==> src/rtl/ppu_cmd_pkg.sv <==
// Shared types and widths for the PPU command buffer.
package ppu_cmd_pkg;

  typedef enum logic [1:0] {
    WAIT  = 2'd0,
    DRAIN = 2'd1,
    FLUSH = 2'd2
  } state_t;

  localparam int CMD_W      = 32;
  localparam int DROP_CNT_W = 16;

endpackage

==> src/rtl/ppu_cmd_fifo.sv <==
// Synchronous FIFO holding PPU command words: storage, wrapping pointers,
// occupancy count and full/empty flags. A push while full is accepted only alongside a pop.
module ppu_cmd_fifo
  import ppu_cmd_pkg::*;
#(
  parameter  int DEPTH = 16,
  localparam int AW    = $clog2(DEPTH)
) (
  input  logic             clk,
  input  logic             rst_n,
  input  logic             push,
  input  logic [CMD_W-1:0] push_data,
  input  logic             pop,
  output logic [CMD_W-1:0] pop_data,
  output logic             full,
  output logic             empty,
  output logic [AW:0]      count
);

  localparam logic [AW:0] FULL_CNT = (AW+1)'(DEPTH);

  logic [CMD_W-1:0] mem [DEPTH];
  logic [AW-1:0]    wr_ptr;
  logic [AW-1:0]    rd_ptr;
  logic             do_push;
  logic             do_pop;

  assign full     = (count == FULL_CNT);
  assign empty    = (count == '0);
  assign do_pop   = pop && !empty;
  assign do_push  = push && (!full || do_pop);
  assign pop_data = mem[rd_ptr];

  // Storage carries data only, so it is left out of reset.
  always_ff @(posedge clk) begin
    if (do_push) mem[wr_ptr] <= push_data;
  end

  always_ff @(posedge clk or negedge rst_n) begin
    if (!rst_n) begin
      wr_ptr <= '0;
      rd_ptr <= '0;
      count  <= '0;
    end else begin
      if (do_push) wr_ptr <= wr_ptr + 1'b1;
      if (do_pop)  rd_ptr <= rd_ptr + 1'b1;
      case ({do_push, do_pop})
        2'b10:   count <= count + 1'b1;
        2'b01:   count <= count - 1'b1;
        default: count <= count;
      endcase
    end
  end

endmodule

==> src/rtl/ppu_cmd_buffer.sv <==
// Buffers PPU commands from proc and drains them over valid/ready during vblank.
// Optional macro PPU_CMD_DROP_CNT_EN adds a saturating drop_count output.
module ppu_cmd_buffer
  import ppu_cmd_pkg::*;
#(
  parameter  int DEPTH = 16,
  localparam int AW    = $clog2(DEPTH)
) (
  input  logic                  clk,
  input  logic                  rst_n,
  input  logic                  ppu_send,
  input  logic [CMD_W-1:0]      interface_data,
  input  logic                  vblank,
  output logic                  cmd_valid,
  output logic [CMD_W-1:0]      cmd_data,
  input  logic                  cmd_ready,
  input  logic                  clr_ovf,
  output logic                  fifo_full,
  output logic                  fifo_empty,
  output logic [AW:0]           fifo_count,
  output logic                  overflow
`ifdef PPU_CMD_DROP_CNT_EN
  ,
  output logic [DROP_CNT_W-1:0] drop_count
`endif
);

  state_t           state;
  logic             slot_free;
  logic             pop;
  logic             drop;
  logic [CMD_W-1:0] pop_data;

  assign slot_free = !cmd_valid || cmd_ready;
  assign pop       = (state == DRAIN) && vblank && !fifo_empty && slot_free;
  // A full FIFO still takes the word when a pop frees a slot on the same edge.
  assign drop      = ppu_send && fifo_full && !pop;

  ppu_cmd_fifo #(
    .DEPTH (DEPTH)
  ) u_fifo (
    .clk       (clk),
    .rst_n     (rst_n),
    .push      (ppu_send),
    .push_data (interface_data),
    .pop       (pop),
    .pop_data  (pop_data),
    .full      (fifo_full),
    .empty     (fifo_empty),
    .count     (fifo_count)
  );

  // Output slot and drain FSM: the slot is only loaded by a pop and only emptied by a handshake.
  always_ff @(posedge clk or negedge rst_n) begin
    if (!rst_n) begin
      state     <= WAIT;
      cmd_valid <= 1'b0;
      cmd_data  <= '0;
    end else begin
      if (pop) begin
        cmd_valid <= 1'b1;
        cmd_data  <= pop_data;
      end else if (cmd_valid && cmd_ready) begin
        cmd_valid <= 1'b0;
      end

      case (state)
        WAIT: begin
          if (vblank && !fifo_empty) state <= DRAIN;
        end
        DRAIN: begin
          if (!vblank)
            state <= (cmd_valid && !cmd_ready) ? FLUSH : WAIT;
          else if (fifo_empty && !cmd_valid)
            state <= WAIT;
        end
        FLUSH: begin
          if (cmd_ready) state <= WAIT;
        end
        default: state <= WAIT;
      endcase
    end
  end

  always_ff @(posedge clk or negedge rst_n) begin
    if (!rst_n)       overflow <= 1'b0;
    else if (drop)    overflow <= 1'b1;
    else if (clr_ovf) overflow <= 1'b0;
  end

`ifdef PPU_CMD_DROP_CNT_EN
  always_ff @(posedge clk or negedge rst_n) begin
    if (!rst_n)
      drop_count <= '0;
    else if (clr_ovf)
      drop_count <= drop ? DROP_CNT_W'(1) : '0;
    else if (drop && (drop_count != '1))
      drop_count <= drop_count + 1'b1;
  end
`endif

endmodule

==> config.mk <==
export PLATFORM = sky130hd
export DESIGN_NAME = ppu_cmd_buffer
export DESIGN_NICKNAME = d
export VERILOG_FILES = /design/src/rtl/ppu_cmd_pkg.sv /design/src/rtl/ppu_cmd_fifo.sv /design/src/rtl/ppu_cmd_buffer.sv
export SDC_FILE = /design/constraint.sdc
export NUM_CORES = 1
export LEC_CHECK = 0
export CELL_PAD_IN_SITES_DETAIL_PLACEMENT = 1
export CELL_PAD_IN_SITES_GLOBAL_PLACEMENT = 1
export CORE_MARGIN = 8
export CORE_UTILIZATION = 49
export CTS_CLUSTER_DIAMETER = 60
export CTS_CLUSTER_SIZE = 14
export DETAILED_ROUTE_END_ITERATION = 6
export PLACE_DENSITY = 0.83
export RECOVER_POWER = 100
export SYNTH_ARGS = -nofsm -noshare
export SYNTH_HDL_FRONTEND = slang
export SYNTH_SLANG_ARGS = --single-unit
==> constraint.sdc <==
create_clock -name clk -period 3.7 [get_ports clk]
set_input_delay 0.74 -clock clk [delete_from_list [all_inputs] [get_ports clk]]
set_output_delay 0.74 -clock clk [all_outputs]
set_load 0.05 [all_outputs]
# After elaboration in Yosys (flattened, before gate mapping)
# Memories as Yosys holds them, arrays and structs flattened. A register that Yosys moved wholly into a read port is not among the register bits.
# Index checks and enable logic that the tools add are counted.
[word_totals]
reg_bits = 17
memories = 1
wordCells = 57
inputBits = 38
mem_bits_rw = 512
[classes]
n_reduce_logical = 25
n_addsub = 4
n_eq_ne = 8
n_mux = 13
[memory_table]
columns = ["name", "words", "word_bits", "read_ports", "rd_ports_with_merged_regs", "write_ports", "line", "rtl"]
rows = [
  ["u_fifo.mem", 16, 32, 1, 1, 1, "ppu_cmd_fifo.sv:22", "logic [CMD_W-1:0] mem [DEPTH];"],
]
[op_table]
columns = ["op", "n"]
rows = [
  ["logical AND 1 bit", 11],
  ["two-way mux 2 bit", 5],
  ["case mux 5 bit (2 select lines)", 1],
  ["adder 4 x 1 -> 4 bit, second input constant", 2],
  ["logical NOT 1 bit", 6],
  ["two-way mux 1 bit", 6],
  ["case mux 2 bit (3 select lines)", 1],
  ["nonzero test 2 bit", 3],
  ["adder 5 x 1 -> 5 bit, second input constant", 1],
  ["equality test 5 bit, second input constant", 1],
  ["logical NOT 5 bit", 1],
  ["subtractor 5 x 1 -> 5 bit, second input constant", 1],
  ["equality test 2 x 1 -> 1 bit, second input constant", 2],
  ["equality test 2 bit, second input constant", 2],
  ["!= test 2 bit, second input constant", 2],
  ["!= test 3 x 2 -> 1 bit, second input constant", 1],
  ["AND reduction 3 bit", 1],
  ["logical NOT 2 bit", 1],
  ["logical OR 1 bit", 2],
]

# Logic depth before layout (Yosys ltp)
# Gate-level depths: netlist of run 1.
[logic_depth]
word_depth = 9
mapped_depth = 12
depth_no_buf = 10

# By module
# From an unflattened synthesis of run 1, not the netlist that was laid out.
[hier_totals]
cells_unflattened = 972
area_unflattened_um2 = 21579.4
[by_module_without_submodules]
columns = ["mod", "cells_each", "seq_area_each_um2", "area_each_um2", "instances"]
rows = [
  ["ppu_cmd_fifo", 887, 15700.1, 20060.5, 1],
  ["ppu_cmd_buffer", 85, 900.9, 1519.0, 1],
]

# Least setup slack after synthesis of run 1
# OpenSTA, ideal clock, no wires.
[synth_path]
path_kind = "input to register"
start = "input port vblank"
end = "memory u_fifo.mem[3][0] (enable)"
setup_slack_ns = -0.488
setup_time_ns = 0.461
t_arrival_ns = 3.727
required_ns = 3.239
path_buffers = 0
cell_stages = 4
path_cell_list = "nand3b_1 o211ai_1 nand3_1 nor3_1"
[synth_between]
elab_chain_len = 8
[synth_rtl]
columns = ["element", "line", "rtl"]
rows = [
  ["start, declared", "ppu_cmd_buffer.sv:13", "input logic vblank,"],
  ["logical AND 1 bit (3 in series)", "ppu_cmd_buffer.sv:35", "assign pop = (state == DRAIN) && vblank && !fifo_empty && slot_free;"],
  ["logical AND 1 bit", "ppu_cmd_fifo.sv:30", "assign do_pop = pop && !empty;"],
  ["logical OR 1 bit", "ppu_cmd_fifo.sv:31", "assign do_push = push && (!full || do_pop);"],
  ["logical AND 1 bit", "ppu_cmd_fifo.sv:31", ""],
  ["two-way mux 1 bit", "ppu_cmd_fifo.sv:36", "if (do_push) mem[wr_ptr] <= push_data;"],
  ["two-way mux 1 bit (not written as such)", "ppu_cmd_fifo.sv:36", ""],
  ["end, declared", "ppu_cmd_fifo.sv:22", ""],
]
# No other way between the ends.

# Final worst setup path of run 1
[layout_path]
start = "register u_fifo.count[1]"
end = "output port fifo_empty"
[layout_between]
elab_chain_len = 1
[layout_rtl]
columns = ["element", "line", "rtl"]
rows = [
  ["start, declared", "ppu_cmd_fifo.sv:17", "output logic [AW:0] count"],
  ["start signal, assigned", "ppu_cmd_fifo.sv:48", "2'b10: count <= count + 1'b1;"],
  ["start signal, assigned", "ppu_cmd_fifo.sv:49", "2'b01: count <= count - 1'b1;"],
  ["start signal, assigned", "ppu_cmd_fifo.sv:50", "default: count <= count;"],
  ["logical NOT 5 bit", "ppu_cmd_fifo.sv:29", "assign empty = (count == '0);"],
  ["end, declared", "ppu_cmd_buffer.sv:19", "output logic fifo_empty,"],
]
# No other way between the ends.

==> results.txt, run 1 <==
The x dimension of the die works out to 226 um. The tools report the I/O pin count as 79. The floorplan step defined a core boundary enclosing 43,800 um2. The remaining design rule violation count is 0.

TritonCTS built the clock tree. The maximum clock path buffer count is 3, and the total of endpoints with negative setup slack in the final report is 0. Summed over all layers, the global routing overflow is 0. Setup repair after global routing left no endpoint under its margin. The maximum fanout count along the critical path came out at 9. The synthesized netlist contains 40 unique library cells. The power density over the cells was 765 nW/um2.

The data arrival time of the critical path was 2750 ps. Once detail routing completed, the nets flagged for antenna violations numbered 0. The simple-gate area share of the yosys netlist came out at 1.14%. For the number of max-slew violations in the final report, the log shows 50.

The checks that failed: max-capacitance violations, max-slew violations. The detailed-placement wirelength estimate is 28,200 um. Top layer used by detailed routing: met4.

Cell with the most instances after synthesis: edfxtp_1. The clock transition time at the flip-flop clock pins of the worst setup and hold paths is 60 ps, and the number of enable flip-flop cells after synthesis is 512. The dominant combinational cell family by area after synthesis is multiplexers. The logs give 77.1% for the sequential cell area fraction in the yosys report and 561 for the total clock sinks. The number of antenna violations at the first check in global routing was 1.

Entering global routing, the biggest net connects 59 pins. Buffers inserted to repair hold after CTS numbered 0. The largest total area in the synthesized netlist belongs to edfxtp_1. The wire length on met2 is 24,900 um. Ranked by total cell area, the synthesized netlist is headed by edfxtp_1 71%, mux4_2 13%, dfrtp_1 5.7%. The tools report the floorplan die area as 50,900 um2. The number of levels in the clock H-tree was 2; the post-detailed-routing wire length was 48,700 um. For the placer's final routability congestion estimate, the log shows 0.731. The final-stage net count came out at 1,117. The path category of the worst min-delay check was reg -> reg. Across the routed clock network, the largest skew measured is 18.0 ps. OpenSTA, run right after detailed placement, puts the worst setup slack at 371 ps.

The post-route netlist has 24.2% of its cells at a drive strength greater than 1. Of the post-synthesis cell area, the part taken by muxes is 15.2%. The floorplan has 77 rows. Once placement finished, the instance area stood at 23,300 um2. The detailed-router iteration count before antenna repair was 5.

STA classifies the critical path endpoint as an output port. The area growth from synthesis to layout is 12.9%. For the worst-skew pair, the clock arrives at the later sink with an insertion delay of 590 ps.

The commonest cells after synthesis are 512 x edfxtp_1, 128 x mux4_2, 49 x dfrtp_1, 40 x o22ai_1, 37 x a21oi_1. The mean instance size in the synthesized netlist works out to 22.4 um2. Once layout is done, the placed cells without fillers occupy 24,300 um2. VDD sags by at most 0.367 mV. The sort of element at the start of the critical path is a register.

The wire length on met3 was 2490 um; the final routed wire length divided by cell count was 28.7 um. In the routed layout, each cell is associated on average with a via count of 6.01. The detailed router put a total of 20,100 um of wire on met1. The smallest setup slack after layout is 207 ps, and the critical path required time is 2960 ps. The flow ran to the end, but the final reports show violations. The post-synthesis instance area is 21,500 um2, and the leakage power total is 7.64 nW. The post-cts gate resize count was 0; the clock period minus worst slack was 3490 ps.

Root buffer cell: clkbuf_16. Yosys printed 0 warnings. The count of final hold-check violations came out at 0. The synthesized design contains 561 register bits.

The logs give -6.83% for the worst slew slack as a fraction of its limit and 0 for the post-CTS setup-driven buffer insertion count. Counting every net in the synthesized netlist gives 1,009. Chip height: 226 um. The via count of the first global-routing pass was 11,100; the post-synthesis async set-or-reset flop share was 8.73%. For the pin with the worst max-slew slack, the measured transition is 1600 ps. For the total of max-cap violations, the log shows 1.

The worst path uses 94.4% of the clock period. Number of buffers inserted during clock tree synthesis: 47. Flip-flop cell with the highest count after synthesis: edfxtp_1. The via count of the routed design was 10,200; the initial detailed-routing violation count was 786. Utilization after layout: 55.4%. The antenna diode count was 0; the maximum achievable frequency was 0.286 GHz. Hold timing on the final database bottoms out at a slack of 532 ps.

During placement, the flow inserted port buffers numbering 78. Summing the areas of all xor and xnor instances in the mapped netlist gives 0.529% of the synthesized area. For the final routed database, the setup TNS stands at 0 ps. The post-synthesis instance total is 963, and the area fraction in compound gates after synthesis is 3.85%. After Yosys synthesis, full adders, half adders and majority gates account for 0.465% of the synthesized area.

The worst setup path is of the reg -> out kind. In the global route stage, overall resource usage came out at 19.4%. For the initial cell density of the core, the log shows 49.1%. The first global-routing pass estimated 73,000 um of wire.

The share of synthesized area in the top cell type comes to 71.4%.
## report_power, final
group | leakage (nW) | switching [mW] | internal [mW] | total, mW
clock network | 0.675 | 2.18 | 2.53 | 4.71
logic | 1.79 | 3.16 | 2.36 | 5.52
registers | 5.18 | 0.595 | 7.77 | 8.36
## per-layer routing
metal  up-vias  global-route usage [%]
met2       323                    32.6
met3        69                    2.92
met1      5559                    26.2
met5         -                       0
met4         0                    6.16
li1       4254                       -
## registers in the layout, summed over array words and instances, names as in the netlist
| name | cells |
|---|---|
| u_fifo.mem | 512 |
| cmd_data | 32 |
| u_fifo.count | 5 |
| u_fifo.rd_ptr | 4 |
| u_fifo.wr_ptr | 4 |
| state | 2 |
| cmd_valid | 1 |
| overflow | 1 |
## worst paths after layout
path                                  startpoint          endpoint  slack (ps)  cells past startpoint
worst max-delay path             u_fifo.count[1]        fifo_empty         210                      3
worst min-delay path                    overflow          overflow         530                      2
worst max register to register  u_fifo.rd_ptr[2]      cmd_data[13]         350                      5
worst min register to register          overflow          overflow         530                      2
max in group asynchronous                  rst_n  u_fifo.rd_ptr[3]        1920                      2
min in group asynchronous                  rst_n  u_fifo.rd_ptr[2]         650                      2
## critical path, stage by stage (launching register included)
cell	delay [ps]
dfrtp_1	490
or4_1	600
nor2_1	180
dlygate4sd3_1	900
## layout make-up
type                            count  area (um2)
Tap cell                          592         741
Clock buffer                       76        1330
Sequential cell                   561       16600
Fill cell                        3744       19500
Clock inverter                      8        78.8
Inverter                            6        22.5
Timing Repair Buffer              114         992
Multi-Input combinational cell    341        4540
## metrics by stage
stage	total power, mW	instances
floorplan	12.5	963
global placement	14.1	1614
detailed placement	14.4	1614
CTS	19.1	1698
global route	19.3	1698
finish	18.6	1698
## logic make-up (layout without fill, tap and decap cells)
| logic type | count (synthesis) | after routing |
|---|---|---|
| adder cells (fa/ha/maj) | 8 | 8 |
| flip-flops | 561 | 561 |
| XOR/XNOR | 13 | 13 |
| buffers and inverters | 61 | 204 |
| multiplexers | 163 | 163 |
| AO/OA/AOI/OAI | 111 | 111 |
| AND/OR/NAND/NOR | 46 | 46 |
## cells in the final DEF, fill, tap and decap left out, types with 2 or more instances in the layout
cell type        netlist  layout
edfxtp_1             512     512
mux4_2               128     128
dlygate4sd3_1          0      74
o22ai_1               40      53
clkbuf_16              0      47
dfrtp_1               49      47
a21oi_1               37      37
clkbuf_1              18      30
mux2_2                34      24
clkbuf_2               0      22
o22ai_2               25      12
mux2_1                 1      11
nor2_4                 0       9
xnor2_1                8       8
ha_1                   8       8
nor2_1                15       6
inv_1                  6       6
nand2_1                6       6
buf_4                  3       6
nand3_1                5       5
nor3_1                 5       5
xor2_1                 5       5
nand2b_1               4       4
clkbuf_8               0       4
inv_6                  0       3
clkdlybuf4s50_1        0       3
nor2b_1                2       2
and3b_1                2       2
o21ai_0                2       2
buf_6                  5       2
Power figures use the tool's default switching activity.
==> inputs of run 2 (changes only) <==
Settings changed: SLEW_MARGIN set to 20.
==> run 2 against run 1 <==
The run still ends with max-capacitance violations, max-slew violations left. Routed wire length hardly changed. Worst setup slack gained 3.0 ps. Final area is 0.32% higher. Clock skew fell by 0.82 ps. Critical endpoint unchanged. Die area stayed put. Global-route usage did not move. Cell count is essentially flat. Non-clock buffer count increased by 1. Largest power group unchanged. Sequential power is essentially flat. First-iteration DRC count shrank 6.5%. Utilization rose by 0.18 points. Clock-buffer cell count is the same.
==> results.txt, run 2 (synthesis results as in run 1) <==
The power density over the cells is 764 nW/um2 (about the same). The number of cell rows is 77 (unchanged), and the depth of the worst register-to-register path is 5 (unchanged). The tools report the antenna diode count as 0 (unchanged).

The cell sitting at the root of the clock tree is a clkbuf_16. u_fifo.mem holds more flip-flops than any other register. The tools report the I/O pin count as 79 (unchanged).

The post-detailed-routing wire length is 48,700 um (about the same), and the worst hold path depth is 2 (unchanged). The run gives 4 (-1) as the detailed-router iteration count before antenna repair. The clock transition time at the flip-flop clock pins of the worst setup and hold paths is 60 ps (about the same). Largest delay contributor family on the critical path: buffers and inverters. Chip height: 226 um (unchanged). The leakage power total came out at 7.67 nW (+0.36%). The run gives 0 ps (unchanged) as the final-layout setup total negative slack. The maximum achievable frequency came out at 0.287 GHz (about the same). The remaining antenna violation count was 0 (unchanged); the ratio of final minimum period to clock period was 94.3% (about the same). The tools report the total of max-cap violations as 1 (unchanged). Leaving out fill and tap cells, the most frequent cell in the layout is edfxtp_1. The critical path goes through or4_1 > nor2_1 > dlygate4sd3_1.

TritonCTS built the clock tree. The count of placed standard cells including taps is 1,614 (unchanged). The checks that failed: max-capacitance violations, max-slew violations.

Setup repair after global routing left no endpoint under its margin. The finished layout cell area was 24,400 um2 (+0.32%); the total buffers and inverters traversed by the critical path was 1 (unchanged). The logs give 0.731 (unchanged) for the placer's final routability congestion estimate and 0 (unchanged) for the remaining design rule violation count.

The post-cts gate resize count is 0 (unchanged). The pre-CTS setup slack is 371 ps (unchanged). The via-per-instance ratio came out at 5.98 (-0.51%). The initial cell density of the core was 49.1% (unchanged).

The total placed instance area came out at 23,300 um2 (unchanged). The library cells used most frequently in the layout, excluding fill and tap cells, are 512 x edfxtp_1, 128 x mux4_2, 74 x dlygate4sd3_1, 47 x clkbuf_16, 47 x dfrtp_1. For the worst slew slack as a fraction of its limit, the log shows -6.71% (+0.13 points).

Count of final hold-check violations: 0 (unchanged). For the largest net degree at the start of global routing, the log shows 59 (unchanged). The depth of the critical timing path with buffers and inverters included works out to 3 (unchanged).

The share of cells above drive strength 1 is 24.2% (about the same), and the maximum fanout count along the critical path is 9 (unchanged). STA classifies the critical path startpoint as a register. The clock period minus worst slack was 3490 ps (-3.01 ps); the maximum resistive drop on vdd was 0.369 mV (+0.34%). Count of placed standard cells in the final layout, fillers left out: 1,699 (+0.059%). The run finished, with violations left. The tools report the via count of the routed design as 10,200 (-0.45%).

The logs give 0 (unchanged) for the total of endpoints with negative setup slack in the final report and 28,200 um (unchanged) for the detailed-placement wirelength estimate. The signed area change from the synthesized netlist to the final layout is 13.3%. The logs give 50,900 um2 (unchanged) for the floorplan die area and 1,118 (+0.090%) for the final-stage net count. Total clock sinks: 561 (unchanged). The critical path required time is 2960 ps (about the same).

The tools report the count of hold-fix buffers inserted at cts as 0 (unchanged). Path category of the worst min-delay check: reg -> reg. The critical path's slowest cell is dlygate4sd3_1.

The tools report the final clock skew as 17.2 ps (-0.818 ps). The critical path is of the reg -> out type. The longest individual stage delay on the worst path is 900 ps (about the same).

The count of buffers from port buffering was 78 (unchanged); the number of levels in the clock H-tree was 2 (unchanged). The largest registers in the layout are u_fifo.mem (512), cmd_data (32), u_fifo.count (5). Total track usage: 19.4% (unchanged).

The run gives 1 (unchanged) as the number of antenna violations at the first check in global routing. The endpoint kind of the worst setup timing path is an output port. The logs give 210 ps (+3.01 ps) for the smallest setup slack after layout and 73,000 um (unchanged) for the wire length of the first global-routing pass. The post-layout total power is 18.6 mW (+0.24%), and the number of flip-flops in the largest register is 512 (unchanged). The slew at the pin with the worst max-slew slack was 1600 ps (-1.88 ps). The tools report the number of max-slew violations in the final report as 50 (unchanged). The tools report the via count of the first global-routing pass as 11,100 (unchanged). The final routed wire length divided by cell count came out at 28.7 um (about the same). The tools report the post-CTS setup-driven buffer insertion count as 0 (unchanged). The initial detailed-routing violation count was 735 (-6.5%).

For the number of buffers inserted during clock tree synthesis, the log shows 47 (unchanged). The placeable core area came out at 43,800 um2 (unchanged). Maximum clock path buffer count: 3 (unchanged). The clock latency on the worst-skew pair is 590 ps (about the same), and the x dimension of the die is 226 um (unchanged).

Overflow left after global routing: 0 (unchanged). The data arrival time of the critical path is 2750 ps (about the same).
run 2: cell count changes in the layout (fill, tap and decap cells not counted):
| cell | delta |
|---|---|
| o22ai_2 | +9 |
| mux2_2 | -11 |
| buf_12 | +1 |
| o22ai_1 | -9 |
| clkbuf_1 | -1 |
| mux2_1 | +11 |
| clkbuf_2 | +1 |
run 2: layer usage:
metal | global-route usage (%) | part of all wire (%) | vias up
met3 | 2.92 | 5.0 | 70
li1 | - | - | 4253
met4 | 6.16 | 2.4 | 0
met1 | 26.2 | 41 | 5537
met2 | 32.6 | 51 | 299
met5 | 0 | 0 | -
run 2: through the flow:
step	utilization, %	hold WS [ps]
global placement	53.1	516
detailed placement	53.1	533
floorplan	-	444
finish	55.6	535
global route	55.6	566
CTS	56.3	343
run 2: tightest hold or removal path: stages (launching register included):
cell     delay [ps]
dfrtp_1         380
inv_1            50
o22ai_1          60
run 2: final timing paths:
check / start / end / slack, ps
worst min-delay path: overflow / overflow / 530
min in group asynchronous: rst_n / u_fifo.rd_ptr[2] / 650
worst min register to register: overflow / overflow / 530
max in group asynchronous: rst_n / u_fifo.rd_ptr[3] / 1920
worst max-delay path: u_fifo.count[1] / fifo_empty / 210
worst max register to register: u_fifo.rd_ptr[2] / cmd_data[13] / 350
run 2: layout make-up:
class,count,area [um2]
clock inverter,8,78.8
clock buffer,76,1330
inverter,6,22.5
multi-input combinational,341,4600
tap,592,741
timing repair buffer,115,1010
sequential,561,16600
fill,3735,19500
run 2: power by group:
group          switching [mW]  leakage, nW  internal (mW)
sequential              0.602         5.18           7.77
combinational            3.18         1.81           2.37
clock                    2.18        0.675           2.53
total                    5.97         7.67           12.7
==> inputs of run 3 (changes only) <==
Settings changed: SYNTH_HIERARCHICAL set to 1.
==> run 3 against run 2 <==
The run now ends clean. Sequential power fell by 1%. Critical path depth rose by 9. Combinational power rose by 6.8%. Via count rose by 1.5%. Cell count rose by 1.6%. First-iteration DRC count rose by 17%. Maximum frequency rose by 1.8%. Critical path type is now reg -> reg. Largest cell class unchanged. Largest power group unchanged. Highest routed layer unchanged.
==> results.txt, run 3 <==
In this run the critical register-to-register path is captured at u_fifo/mem[13][13]. The clock transition time at the flip-flop clock pins of the worst setup and hold paths was 70 ps (about the same). Number of cell rows: 77 (unchanged). The post-synthesis instance total is 972 (+0.93%). The most common cell after layout, fill and taps aside is edfxtp_1.

The critical path's slowest cell is dfrtp_1. The remaining antenna violation count was 0 (unchanged). The I/O pin count was 79 (unchanged). The run gives 41 (-31%) as the largest net degree at the start of global routing.

The antenna diode count is 0 (unchanged), and the remaining design rule violation count is 0 (unchanged). The run gives 0.488 mV (+32%) as the maximum resistive drop on vdd. The filler cell count was 3,752 (+0.46%). Ratio of final minimum period to clock period: 92.7% (-1.6 points). The post-synthesis instance area came out at 21,600 um2 (+0.24%).

The share of cells above drive strength 1 was 22.3% (-1.9 points). The total clock sinks came out at 561 (unchanged). The via count of the first global-routing pass is 11,200 (+0.93%).

For the total track usage, the log shows 19.7% (+0.28 points). The number of flip-flops in the largest register is 512 (unchanged). The run gives 0 (unchanged) as the total of endpoints with negative setup slack in the final report. The maximum clock path buffer count was 3 (unchanged). The path type of the worst setup path was reg -> reg. The floorplan die area was 51,000 um2 (+0.23%). The post-CTS setup-driven buffer insertion count was 0 (unchanged). TritonCTS built the clock tree. Walking the worst path, the cells encountered are nor4_4 > buf_4 > nand2b_1 > inv_1 > nand4bb_1 > nand2b_1 > inv_1 > nand3b_1 > nand2_1 > clkbuf_2 > nor2_4 > clkbuf_2. The maximum achievable frequency came out at 0.292 GHz (+1.8%).

The via-per-instance ratio is 5.97 (-0.10%). The flip-flop and latch count after synthesis came out at 561 (unchanged). The detailed-placement wirelength estimate came out at 29,100 um (+3.3%). The tree is rooted in a clkbuf_16. Setup repair after global routing left no endpoint under its margin. The most used flip-flop cell after synthesis is edfxtp_1. By area the synthesized netlist is led by edfxtp_1 71%, mux4_2 13%, dfrtp_1 5.7%. The power density over the cells is 767 nW/um2 (+0.38%). The leakage power total is 8.02 nW (+4.7%). Launch point of the critical path: u_fifo/count[1].

The number of antenna violations at the first check in global routing was 0 (-1); the post-layout total power was 18.8 mW (+1.1%). The tools report the utilization after layout as 56.0% (+0.41 points). The path category of the worst min-delay check was in -> async. The number of buffers inserted during clock tree synthesis is 47 (unchanged). Sorting the synthesized cells by how often they occur yields 512 x edfxtp_1, 128 x mux4_2, 64 x a22oi_1, 49 x dfrtp_1, 39 x nand2_1. The area taken by flip-flops and latches was 16,600 um2 (about the same); the x dimension of the die was 226 um (+0.11%). The final clock skew was 27.2 ps (+9.94 ps). The signed area change from the synthesized netlist to the final layout was 13.8%. The clock period minus worst slack came out at 3430 ps (-60.2 ps). Proportion of netlist area held by the largest area contributor: 71.2% (-0.17 points).

The detailed-router iteration count before antenna repair was 5 (+1); the post-cts gate resize count was 0 (unchanged). edfxtp_1 takes more of the synthesized area than any other cell. The count of hold-fix buffers inserted at cts is 0 (unchanged), and the maximum fanout count along the critical path is 16 (+7).

The placeable core area is 43,800 um2 (unchanged). The chip height works out to 226 um (+0.11%). The via count of the routed design was 10,300 (+1.5%); the number of max-slew violations in the final report was 0 (-100%). Final-stage net count: 1,143 (+2.2%).

The logs give 4600 um2 (+0.14%) for the multi-input combinational cell area and 860 (+17%) for the initial detailed-routing violation count. For the data arrival time of the critical path, the log shows 3640 ps (+890 ps). The final routed wire length divided by cell count was 28.6 um (-0.15%). In the final layout, the registers with the most flip-flops are u_fifo/mem (512), cmd_data (32), u_fifo/count (5). The mean instance size in the synthesized netlist came out at 22.2 um2 (-0.68%). Longest individual stage delay on the worst path: 440 ps (-460 ps). The capturing element of the worst setup path is u_fifo/mem[13][13]. The logs give 74,200 um (+1.6%) for the wire length of the first global-routing pass and 270 ps (-80 ps) for the minimum setup slack among reg-to-reg paths.

The placer's final routability congestion estimate is 0.750 (+2.5%). The final-layout setup total negative slack was 0 ps (unchanged); the post-detailed-routing wire length was 49,500 um (+1.5%). The depth of the worst register-to-register path is 12 (+7).

Yosys instantiated no cell more often than edfxtp_1. STA classifies the critical path startpoint as a register. The library cells used most frequently in the layout, excluding fill and tap cells, are 512 x edfxtp_1, 128 x mux4_2, 74 x dlygate4sd3_1, 64 x a22oi_1, 48 x clkbuf_16.

The number of levels in the clock H-tree was 2 (unchanged). The run finished with clean final reports. The post-synthesis async set-or-reset flop share is 8.73% (unchanged). The tools report the total of max-cap violations as 0 (-1).

The register with the highest flop count is u_fifo/mem. The number of enable flip-flop cells after synthesis was 512 (unchanged); the sequential cell area fraction in the yosys report was 76.9% (-0.19 points). For the overflow left after global routing, the log shows 0 (unchanged). The initial cell density of the core is 49.2% (+0.12 points), and the worst slew slack as a fraction of its limit is 15.3% (+22 points). The count of yosys warnings during synthesis is 6 (+6), and the critical path required time is 3910 ps (+950 ps). Clock latency on the worst-skew pair: 580 ps (about the same). The count of buffers from port buffering is 78 (unchanged), and the post-synthesis net count is 1,019 (+0.99%). Origin of the critical flop-to-flop path: u_fifo/count[1]. STA classifies the critical path endpoint as a register.

The count of final hold-check violations is 0 (unchanged), and the slew at the pin with the worst max-slew slack is 1270 ps (-330 ps). The tools report the number of distinct standard cells referenced by the synthesized netlist as 47 (+18%).
-- run 3: changes by cell type in the layout (fill, tap and decap cells not counted), sizes merged, moves of 3 or more --
| cell | change |
|---|---|
| a32o | +3 |
| xor2 | -4 |
| nand2b | +5 |
| clkbuf | -5 |
| a21oi | -33 |
| nand3 | +5 |
| o22ai | -65 |
| a22oi | +63 |
| buf | +22 |
| nand2 | +33 |
-- run 3: cells by family (layout without fill, tap and decap cells) --
family | after synthesis | after routing | synth area share [%]
flip-flops | 561 | 561 | 76.9
multiplexers | 164 | 164 | 15.7
AND/OR/NAND/NOR | 91 | 91 | 2.08
AO/OA/AOI/OAI | 80 | 80 | 2.81
buffers and inverters | 58 | 221 | 1.55
adder cells (fa/ha/maj) | 9 | 9 | 0.557
XOR/XNOR | 9 | 9 | 0.365
-- run 3: cell type report --
class / instances / share of cell area (%)
Clock buffer: 83 / 5.51
Clock inverter: 5 / 0.219
Inverter: 8 / 0.122
Multi-Input combinational cell: 353 / 18.7
Sequential cell: 561 / 67.6
Tap cell: 592 / 3.02
Timing Repair Buffer: 125 / 4.76
-- run 3: how the worst min path moves through the flow --
stage	slack, ps	to	startpoint
detailed placement	490	overflow	overflow
finish	290	cmd_data[21]	rst_n
global placement	480	overflow	overflow
floorplan	440	cmd_data[0]	rst_n
global route	350	cmd_data[24]	rst_n
CTS	70	cmd_data[24]	rst_n
-- run 3: worst max-delay path, delay by kind of cell, from the launching register on --
| family | cells | cell delay (ps) |
|---|---|---|
| flops | 1 | 440 |
| simple gates | 7 | 1410 |
| buf+inv | 5 | 1190 |
-- run 3: metal layers --
layer  GRT usage (%)  share of wire, %
met3            3.88               7.0
met4            5.28               2.3
met5               0                 0
met1            25.4                39
met2            34.2                51
-- run 3: metrics by stage --
step	area [um2]	hold slack, ps	cells	worst slack (ps)
after global placement	23400	479	1639	373
after CTS	24800	66.3	1727	333
after floorplan	21700	444	972	30.1
final	24600	287	1727	270
after global routing	24600	349	1727	159
after detailed placement	23400	487	1639	285
-- run 3: power breakdown --
| part | internal (mW) | total [mW] | switching (mW) |
|---|---|---|---|
| combinational | 2.45 | 5.93 | 3.48 |
| clock | 2.49 | 4.64 | 2.15 |
| sequential | 7.77 | 8.27 | 0.501 |
